File: src/rtl/clk_meas_pkg.sv
// Shared types and defaults for the clock ratio meter.
package clk_meas_pkg;

  localparam int unsigned CNT_W_DEF = 16;

  typedef enum logic [1:0] {
    IDLE    = 2'd0,
    ARM     = 2'd1,
    MEASURE = 2'd2
  } meas_state_e;

endpackage

File: src/rtl/sync_edge_detect.sv
// Multi-stage synchroniser for an asynchronous level with registered edge pulses.
// sync_prev is the level aligned with the cycle in which rise/fall are high.
module sync_edge_detect #(
  parameter int unsigned SYNC_STAGES = 2
) (
  input  logic clk,
  input  logic rst_n,
  input  logic async_in,
  output logic sync_q,
  output logic sync_prev,
  output logic rise,
  output logic fall
);

  logic [SYNC_STAGES-1:0] chain_q, chain_d;
  logic                   prev_q, prev_d;
  logic                   rise_q, rise_d;
  logic                   fall_q, fall_d;

  always_comb begin
    chain_d = {chain_q[SYNC_STAGES-2:0], async_in};
    prev_d  = chain_q[SYNC_STAGES-1];
    rise_d  = chain_q[SYNC_STAGES-1] & ~prev_q;
    fall_d  = ~chain_q[SYNC_STAGES-1] & prev_q;
  end

  always_ff @(posedge clk or negedge rst_n) begin
    if (!rst_n) begin
      chain_q <= '0;
      prev_q  <= 1'b0;
      rise_q  <= 1'b0;
      fall_q  <= 1'b0;
    end else begin
      chain_q <= chain_d;
      prev_q  <= prev_d;
      rise_q  <= rise_d;
      fall_q  <= fall_d;
    end
  end

  assign sync_q    = chain_q[SYNC_STAGES-1];
  assign sync_prev = prev_q;
  assign rise      = rise_q;
  assign fall      = fall_q;

endmodule

File: src/rtl/clk_ratio_meter.sv
// Measures the period of a slow divided clock in clk_in cycles and reports the recovered divide ratio.
// Define DUTY_MEAS_EN to add the high-time counter and the high_time / duty_ok outputs.
module clk_ratio_meter
  import clk_meas_pkg::*;
#(
  parameter int unsigned CNT_W       = CNT_W_DEF,
  parameter int unsigned SYNC_STAGES = 2
) (
  input  logic             clk_in,
  input  logic             rst_n,
  input  logic             sig_in,
  input  logic             en,
  input  logic             meas_ready,
  output logic             meas_valid,
  output logic [CNT_W-1:0] period,
  output logic [CNT_W-2:0] ratio_n,
  output logic             odd_period,
  output logic             overrun,
  output logic             timeout
`ifdef DUTY_MEAS_EN
  ,
  output logic [CNT_W-1:0] high_time,
  output logic             duty_ok
`endif
);

  localparam logic [CNT_W-1:0] CNT_MAX = '1;

  meas_state_e      state_q, state_d;
  logic [CNT_W-1:0] cnt_q, cnt_d;
  logic [CNT_W-1:0] period_q, period_d;
  logic             valid_q, valid_d;
  logic             overrun_q, overrun_d;
  logic             timeout_q, timeout_d;
  logic             capture_c;
  logic             accept_c;

  logic sync_now, sync_lvl, rise, fall_pulse;
  logic unused_sync;

  sync_edge_detect #(
    .SYNC_STAGES(SYNC_STAGES)
  ) u_sync (
    .clk      (clk_in),
    .rst_n    (rst_n),
    .async_in (sig_in),
    .sync_q   (sync_now),
    .sync_prev(sync_lvl),
    .rise     (rise),
    .fall     (fall_pulse)
  );

  assign unused_sync = &{1'b0, sync_now, sync_lvl, fall_pulse};

  // Cycle counter, FSM and result/handshake registers
  always_comb begin
    state_d   = state_q;
    cnt_d     = cnt_q;
    period_d  = period_q;
    valid_d   = valid_q;
    overrun_d = overrun_q;
    timeout_d = timeout_q;
    capture_c = 1'b0;
    accept_c  = valid_q & meas_ready;

    if (rise) timeout_d = 1'b0;

    if (!en) begin
      state_d = IDLE;
      cnt_d   = '0;
    end else begin
      case (state_q)
        IDLE: state_d = ARM;
        ARM: begin
          if (rise) begin
            cnt_d   = CNT_W'(1);
            state_d = MEASURE;
          end
        end
        MEASURE: begin
          if (rise) begin
            capture_c = 1'b1;
            cnt_d     = CNT_W'(1);
          end else if (cnt_q == CNT_MAX) begin
            timeout_d = 1'b1;
            cnt_d     = '0;
            state_d   = ARM;
          end else begin
            cnt_d = cnt_q + CNT_W'(1);
          end
        end
        default: state_d = IDLE;
      endcase
    end

    // A capture coinciding with an accept reloads without touching overrun
    if (capture_c) begin
      period_d = cnt_q;
      valid_d  = 1'b1;
      if (valid_q && !meas_ready) overrun_d = 1'b1;
    end else if (accept_c) begin
      valid_d   = 1'b0;
      overrun_d = 1'b0;
    end
  end

  always_ff @(posedge clk_in or negedge rst_n) begin
    if (!rst_n) begin
      state_q   <= IDLE;
      cnt_q     <= '0;
      period_q  <= '0;
      valid_q   <= 1'b0;
      overrun_q <= 1'b0;
      timeout_q <= 1'b0;
    end else begin
      state_q   <= state_d;
      cnt_q     <= cnt_d;
      period_q  <= period_d;
      valid_q   <= valid_d;
      overrun_q <= overrun_d;
      timeout_q <= timeout_d;
    end
  end

  assign meas_valid = valid_q;
  assign period     = period_q;
  assign ratio_n    = period_q[CNT_W-1:1];
  assign odd_period = period_q[0];
  assign overrun    = overrun_q;
  assign timeout    = timeout_q;

`ifdef DUTY_MEAS_EN
  localparam logic [CNT_W+1:0] ONE_W2 = 1;

  logic [CNT_W-1:0] high_cnt_q, high_cnt_d;
  logic [CNT_W-1:0] high_time_q, high_time_d;
  logic             duty_ok_q, duty_ok_d;

  // True when twice the high time is within one cycle of the period
  function automatic logic duty_within_one(input logic [CNT_W-1:0] hi, input logic [CNT_W-1:0] per);
    logic [CNT_W+1:0] twice;
    logic [CNT_W+1:0] per_w;
    logic [CNT_W+1:0] diff;
    twice = {1'b0, hi, 1'b0};
    per_w = {2'b00, per};
    diff  = (twice >= per_w) ? (twice - per_w) : (per_w - twice);
    return diff <= ONE_W2;
  endfunction

  always_comb begin
    high_cnt_d  = high_cnt_q;
    high_time_d = high_time_q;
    duty_ok_d   = duty_ok_q;
    if (!en || state_q == IDLE) begin
      high_cnt_d = '0;
    end else if (rise) begin
      high_cnt_d = CNT_W'(1);
    end else if (sync_lvl && high_cnt_q != CNT_MAX) begin
      high_cnt_d = high_cnt_q + CNT_W'(1);
    end
    if (capture_c) begin
      high_time_d = high_cnt_q;
      duty_ok_d   = duty_within_one(high_cnt_q, cnt_q);
    end
  end

  always_ff @(posedge clk_in or negedge rst_n) begin
    if (!rst_n) begin
      high_cnt_q  <= '0;
      high_time_q <= '0;
      duty_ok_q   <= 1'b0;
    end else begin
      high_cnt_q  <= high_cnt_d;
      high_time_q <= high_time_d;
      duty_ok_q   <= duty_ok_d;
    end
  end

  assign high_time = high_time_q;
  assign duty_ok   = duty_ok_q;
`endif

endmodule

File: config.mk
export PLATFORM = sky130hd
export DESIGN_NAME = clk_ratio_meter
export DESIGN_NICKNAME = d
export VERILOG_FILES = /design/src/rtl/clk_meas_pkg.sv /design/src/rtl/sync_edge_detect.sv /design/src/rtl/clk_ratio_meter.sv
export SDC_FILE = /design/constraint.sdc
export NUM_CORES = 1
export LEC_CHECK = 0
export BUFFER_PORTS_ARGS = -buffer_cell sky130_fd_sc_hd__buf_2
export CORE_MARGIN = 1
export CORE_UTILIZATION = 49
export DETAILED_ROUTE_END_ITERATION = 8
export HOLD_SLACK_MARGIN = 0.06
export PLACE_DENSITY = 0.72
export RECOVER_POWER = 100
export SETUP_SLACK_MARGIN = 0.2
export SLEW_MARGIN = 20
export SYNTH_ARGS = -nofsm -noshare
export SYNTH_HDL_FRONTEND = slang
export SYNTH_HIERARCHICAL = 1
export SYNTH_SLANG_ARGS = --single-unit
File: constraint.sdc
create_clock -name clk_in -period 1.6 [get_ports clk_in]
set_input_delay 0.16 -clock clk_in [delete_from_list [all_inputs] [get_ports clk_in]]
set_output_delay 0.16 -clock clk_in [all_outputs]
set_load 0.005 [all_outputs]
== Word-level counts from Yosys, hierarchy flattened ==
Index checks and enable logic that the tools add are counted.
Operators by class
  $add $sub $neg: 1
  equality and inequality tests: 8
  mux-type cells: 22
  bitwise gates (word level): 3
  reductions and logical operators: 7
Operator list (count)
  two-way mux 16 bit: 4
  one-hot mux 16 bit (2 select lines): 1
  adder 16 x 1 -> 16 bit (second input constant): 1
  equality test 16 bit (second input constant): 1
  two-way mux 1 bit: 12
  two-way mux 2 bit: 4
  inequality test 3 bit (second input constant): 2
  one-hot mux 2 bit (3 select lines): 1
  AND reduction 2 bit: 2
  inequality test 3 x 1 -> 1 bit (second input constant): 1
  inequality test 3 x 2 -> 1 bit (second input constant): 1
  AND reduction 3 bit: 1
  bitwise AND 1 bit: 2
  equality test 2 x 1 -> 1 bit (second input constant): 1
  equality test 2 bit (second input constant): 1
  logical NOT 2 bit: 1
  inequality test 2 x 1 -> 1 bit (second input constant): 1
  nonzero test 2 bit: 1
  logical AND 1 bit: 1
  logical NOT 1 bit: 1
  inverter 1 bit: 1
Word-level totals
  flip-flop bits (word level): 41
  input bits: 5
  output and inout bits: 35
  word-level logic and storage cells: 50

== Longest topological paths before layout ==
  word-level depth: 5
  gate-level depth with buffers: 7

== Cells and area by module ==
Netlist, hierarchy kept.
By module, submodules not included
  clk_ratio_meter: times used 1, cells each 187, area an instance 1936.9 µm², seq. area each 925.9 µm²
  sync_edge_detect: times used 1, cells each 7, area an instance 140.1 µm², seq. area each 125.1 µm²

== Least setup slack after synthesis ==
OpenSTA, ideal clock, no wires.
  path type: reg2reg
  start: register cnt_q[0]
  end: register timeout_q, in the netlist timeout
  setup time: 78 ps
  arrival: 1570 ps
  data required time: 1522 ps
  path slack: -47 ps
  stages on the path, launching flop included: 7
  path buffers: 1
  period minus slack after synthesis: 1647 ps
  cells stage by stage: dfrtp_1 ha_1 and3_1 buf_2 nand4_4 or4_1 a21oi_1
On the way
  word-level cells in the longest chain between the ends: 5
Ends and longest elaborated chain
  from (decl): line clk_ratio_meter.sv:30  | logic [CNT_W-1:0] cnt_q, cnt_d;
  from (signal assigned): line clk_ratio_meter.sv:117  | cnt_q <= cnt_d;
  equality test 16 bit: line clk_ratio_meter.sv:84  | end else if (cnt_q == CNT_MAX) begin
  two-way mux 1 bit: line clk_ratio_meter.sv:84
  two-way mux 1 bit: line clk_ratio_meter.sv:81  | if (rise) begin
  two-way mux 1 bit: line clk_ratio_meter.sv:72  | case (state_q)
  two-way mux 1 bit: line clk_ratio_meter.sv:68  | if (!en) begin
  via timeout_d: line clk_ratio_meter.sv:34  | logic timeout_q, timeout_d;
  to (signal assigned): line clk_ratio_meter.sv:121  | timeout_q <= timeout_d;
  to (decl): line clk_ratio_meter.sv:34
The timed path passes the listed nets, and every way through them passes these cells.
A chain may end at the register's enable or synchronous reset.

== Worst setup path in the final report ==
  start: register cnt_q[0]
  end: register state_q[1]
On the way
  word-level cells in the longest chain between the ends: 3
Ends and longest elaborated chain
  equality test 16 bit: line clk_ratio_meter.sv:84
  inequality test 3 bit (no source line)
  AND reduction 3 bit (no source line)
  to (signal assigned): line clk_ratio_meter.sv:116  | state_q <= state_d;
  to (decl): line clk_ratio_meter.sv:29  | meas_state_e state_q, state_d;
No other way between the ends.

==> impl_metrics.toml <==
[outcome]
status = "finished, final reports clean"

[timing]
fin_crit_ns = 1.50
hold_viol_final = 0
rsz0062_at_grt = "yes"
period_share = 0.938
slew_headroom = 0.650
worstMarginPinSlew_ns = 0.525
drv_slew = 0
fmax_ghz = 0.666
tns_ns = 0
clock_skew_ns = 0.00767
timing.hold.ws_ns = 0.180
setup_viol = 0

[routing]
wl_per_cell_microns = 15.6
vias = 1674
drc = 0
drt_iter0_markers = 65
ant_nets = 0
first_pass_iters = 4
wirelength_microns = 4590
vias_per_cell = 5.67

[floorplan]
pin_count = 40
core_sq_um = 4000
dieArea_sq_um = 4430
start_util = 0.511
die_w_microns = 66.6
die_h_microns = 66.6
rows = 23

[global_route]
grt_busiest_layer = "met2"
grt_overflow = 0
grt_use_met2 = 0.330
grtUsageTotal = 0.215
grt_max_degree = 22
use_met1 = 0.292
grt_pass1_vias = 1446
grt_first_pass_wirelength_microns = 7000
antenna_found_initial = 0
use_met3 = 0.0565

[min_path]
hp-start = "en"
min_path_cells = 2
min_to = "state_q[0]"
hold_path.class = "in2reg"

[worst_setup_path]
worstPathMaxFanout = 6
path_class = "reg2reg"
worstReg2RegStart = "cnt_q[0]"
end_kind = "register"
required_ns = 1.80
reg2regPathDepth = 6
max_stage_delay_ns = 0.38
reg2reg_to = "state_q[1]"
path_buf_inv = 1
cp.arrival_ns = 1.70
crit_path_start = "cnt_q[0]"
reg2reg_slack_ns = 0.1
path_delay_family = "flip-flops"
cp_slowest_cell = "dfrtp_1"
startpoint_type = "register"
crit_chain = "ha_1 -> and3_4 -> nand4_4 -> clkbuf_1 -> o21ai_0 -> a21oi_1"

[cts]
cts_buffers = 5
cts_root_buffer = "clkbuf_8"
htreeDepth = 2
clock-sinks = 41
cts_buffer_depth = 2
cts.clk_slew.worst_paths_ns = 0.08
cts_tree = "done"
clock_latency_ns = 0.29

[finish]
nFillCells = 317
multiInputGateArea_sq_um = 917
layout.nets = 250
seqCellArea_sq_um = 1030
syn_to_final_growth_pct = 26.1
drive_above_1_share = 0.384
antenna_cells_inserted = 0

[flow_run]
drv_cap = 0

[logic_synthesis]
avgSynthCellArea_sq_um = 10.6
synth_cells = 192
ys_warn_count = 6
synth_area_sq_um = 2040
synth.net_count = 198

[placed_design]
io_buffers = 39
gp_congestion = 0.901
dpl.hpwl_microns = 2900

[pwr]
powerDensity_nw_per_um2 = 783
irDropWorstVdd_mv = 0.588
power.total_uw = 2020
leakage_uw = 0.00122
metrics by stage:
stage | instance area (sq um) | cells | setup slack (ns) | utilization
3_3_place_gp | 2360 | 280 | 0.126 | 0.589
6_report | 2580 | 295 | 0.0992 | 0.644
3_5_place_dp | 2360 | 280 | 0.0171 | 0.589
2_1_floorplan | 2090 | 192 | 0.0522 | -
4_1_cts | 2560 | 293 | 0.127 | 0.641
5_1_grt | 2580 | 295 | 0.0285 | 0.644
worst max-delay path by stage:
stage | to | cells after the start
after floorplan | timeout | 6
after global placement | cnt_q[14] | 6
after detailed placement | cnt_q[14] | 6
after CTS | timeout | 5
after global routing | state_q[1] | 6
final | state_q[1] | 6
cells in the final DEF, fill, tap and decap left out, drive strengths merged, types with 2 or more instances in the layout:
cell / instances
a21oi: 6
a31oi: 2
and2: 3
and3: 5
and4: 5
buf: 48
clkbuf: 27
dfrtp: 41
dlygate4sd3: 3
inv: 7
mux2: 15
nand2: 16
nand2b: 3
nand3: 9
nand4: 5
nor2: 2
nor2b: 3
o2111ai: 4
o211ai: 2
o21ai: 16
o311ai: 6
or3: 3
routing by layer:
metal  part of all wire  wire (microns)
met2               0.48            2210
met4             0.0083              38
met5                  0               0
met1               0.47            2140
met3              0.044             202
final cells by class:
| class | count | area share |
|---|---|---|
| inverters | 7 | 0.0102 |
| well taps | 50 | 0.0243 |
| clock buffers | 7 | 0.0335 |
| multi-input cells | 118 | 0.356 |
| clock inverters | 1 | 0.0117 |
| repair buffers | 71 | 0.166 |
| flip-flops and latches | 41 | 0.399 |
power by group:
part | leakage [uW] | total (uW) | internal, uW | switching (uW)
registers | 0.000555 | 1060 | 1050 | 14.1
logic | 0.000609 | 97.3 | 38.1 | 59.2
clock network | 0.0000585 | 858 | 509 | 349
total | 0.00122 | 2020 | 1600 | 423
repair_timing:
item / 4_1_cts / 5_1_grt
endpoints found under the setup margin: 14 / 35
buffers inserted: 2 / 2
gates cloned: 0 / 0
pin swaps: 3 / 8
hold endpoints to repair: 22 / 0
hold buffers: 3 / 0
resized for setup: 10 / 14
sequential cells by signal (all words and copies together) (netlist names):
| name | flops |
|---|---|
| overrun | 1 |
| state_q | 2 |
| u_sync/rise | 1 |
| period | 16 |
| timeout | 1 |
| u_sync/chain_q | 2 |
| meas_valid | 1 |
| u_sync/sync_prev | 1 |
| cnt_q | 16 |
Power figures use the tool's default switching activity.
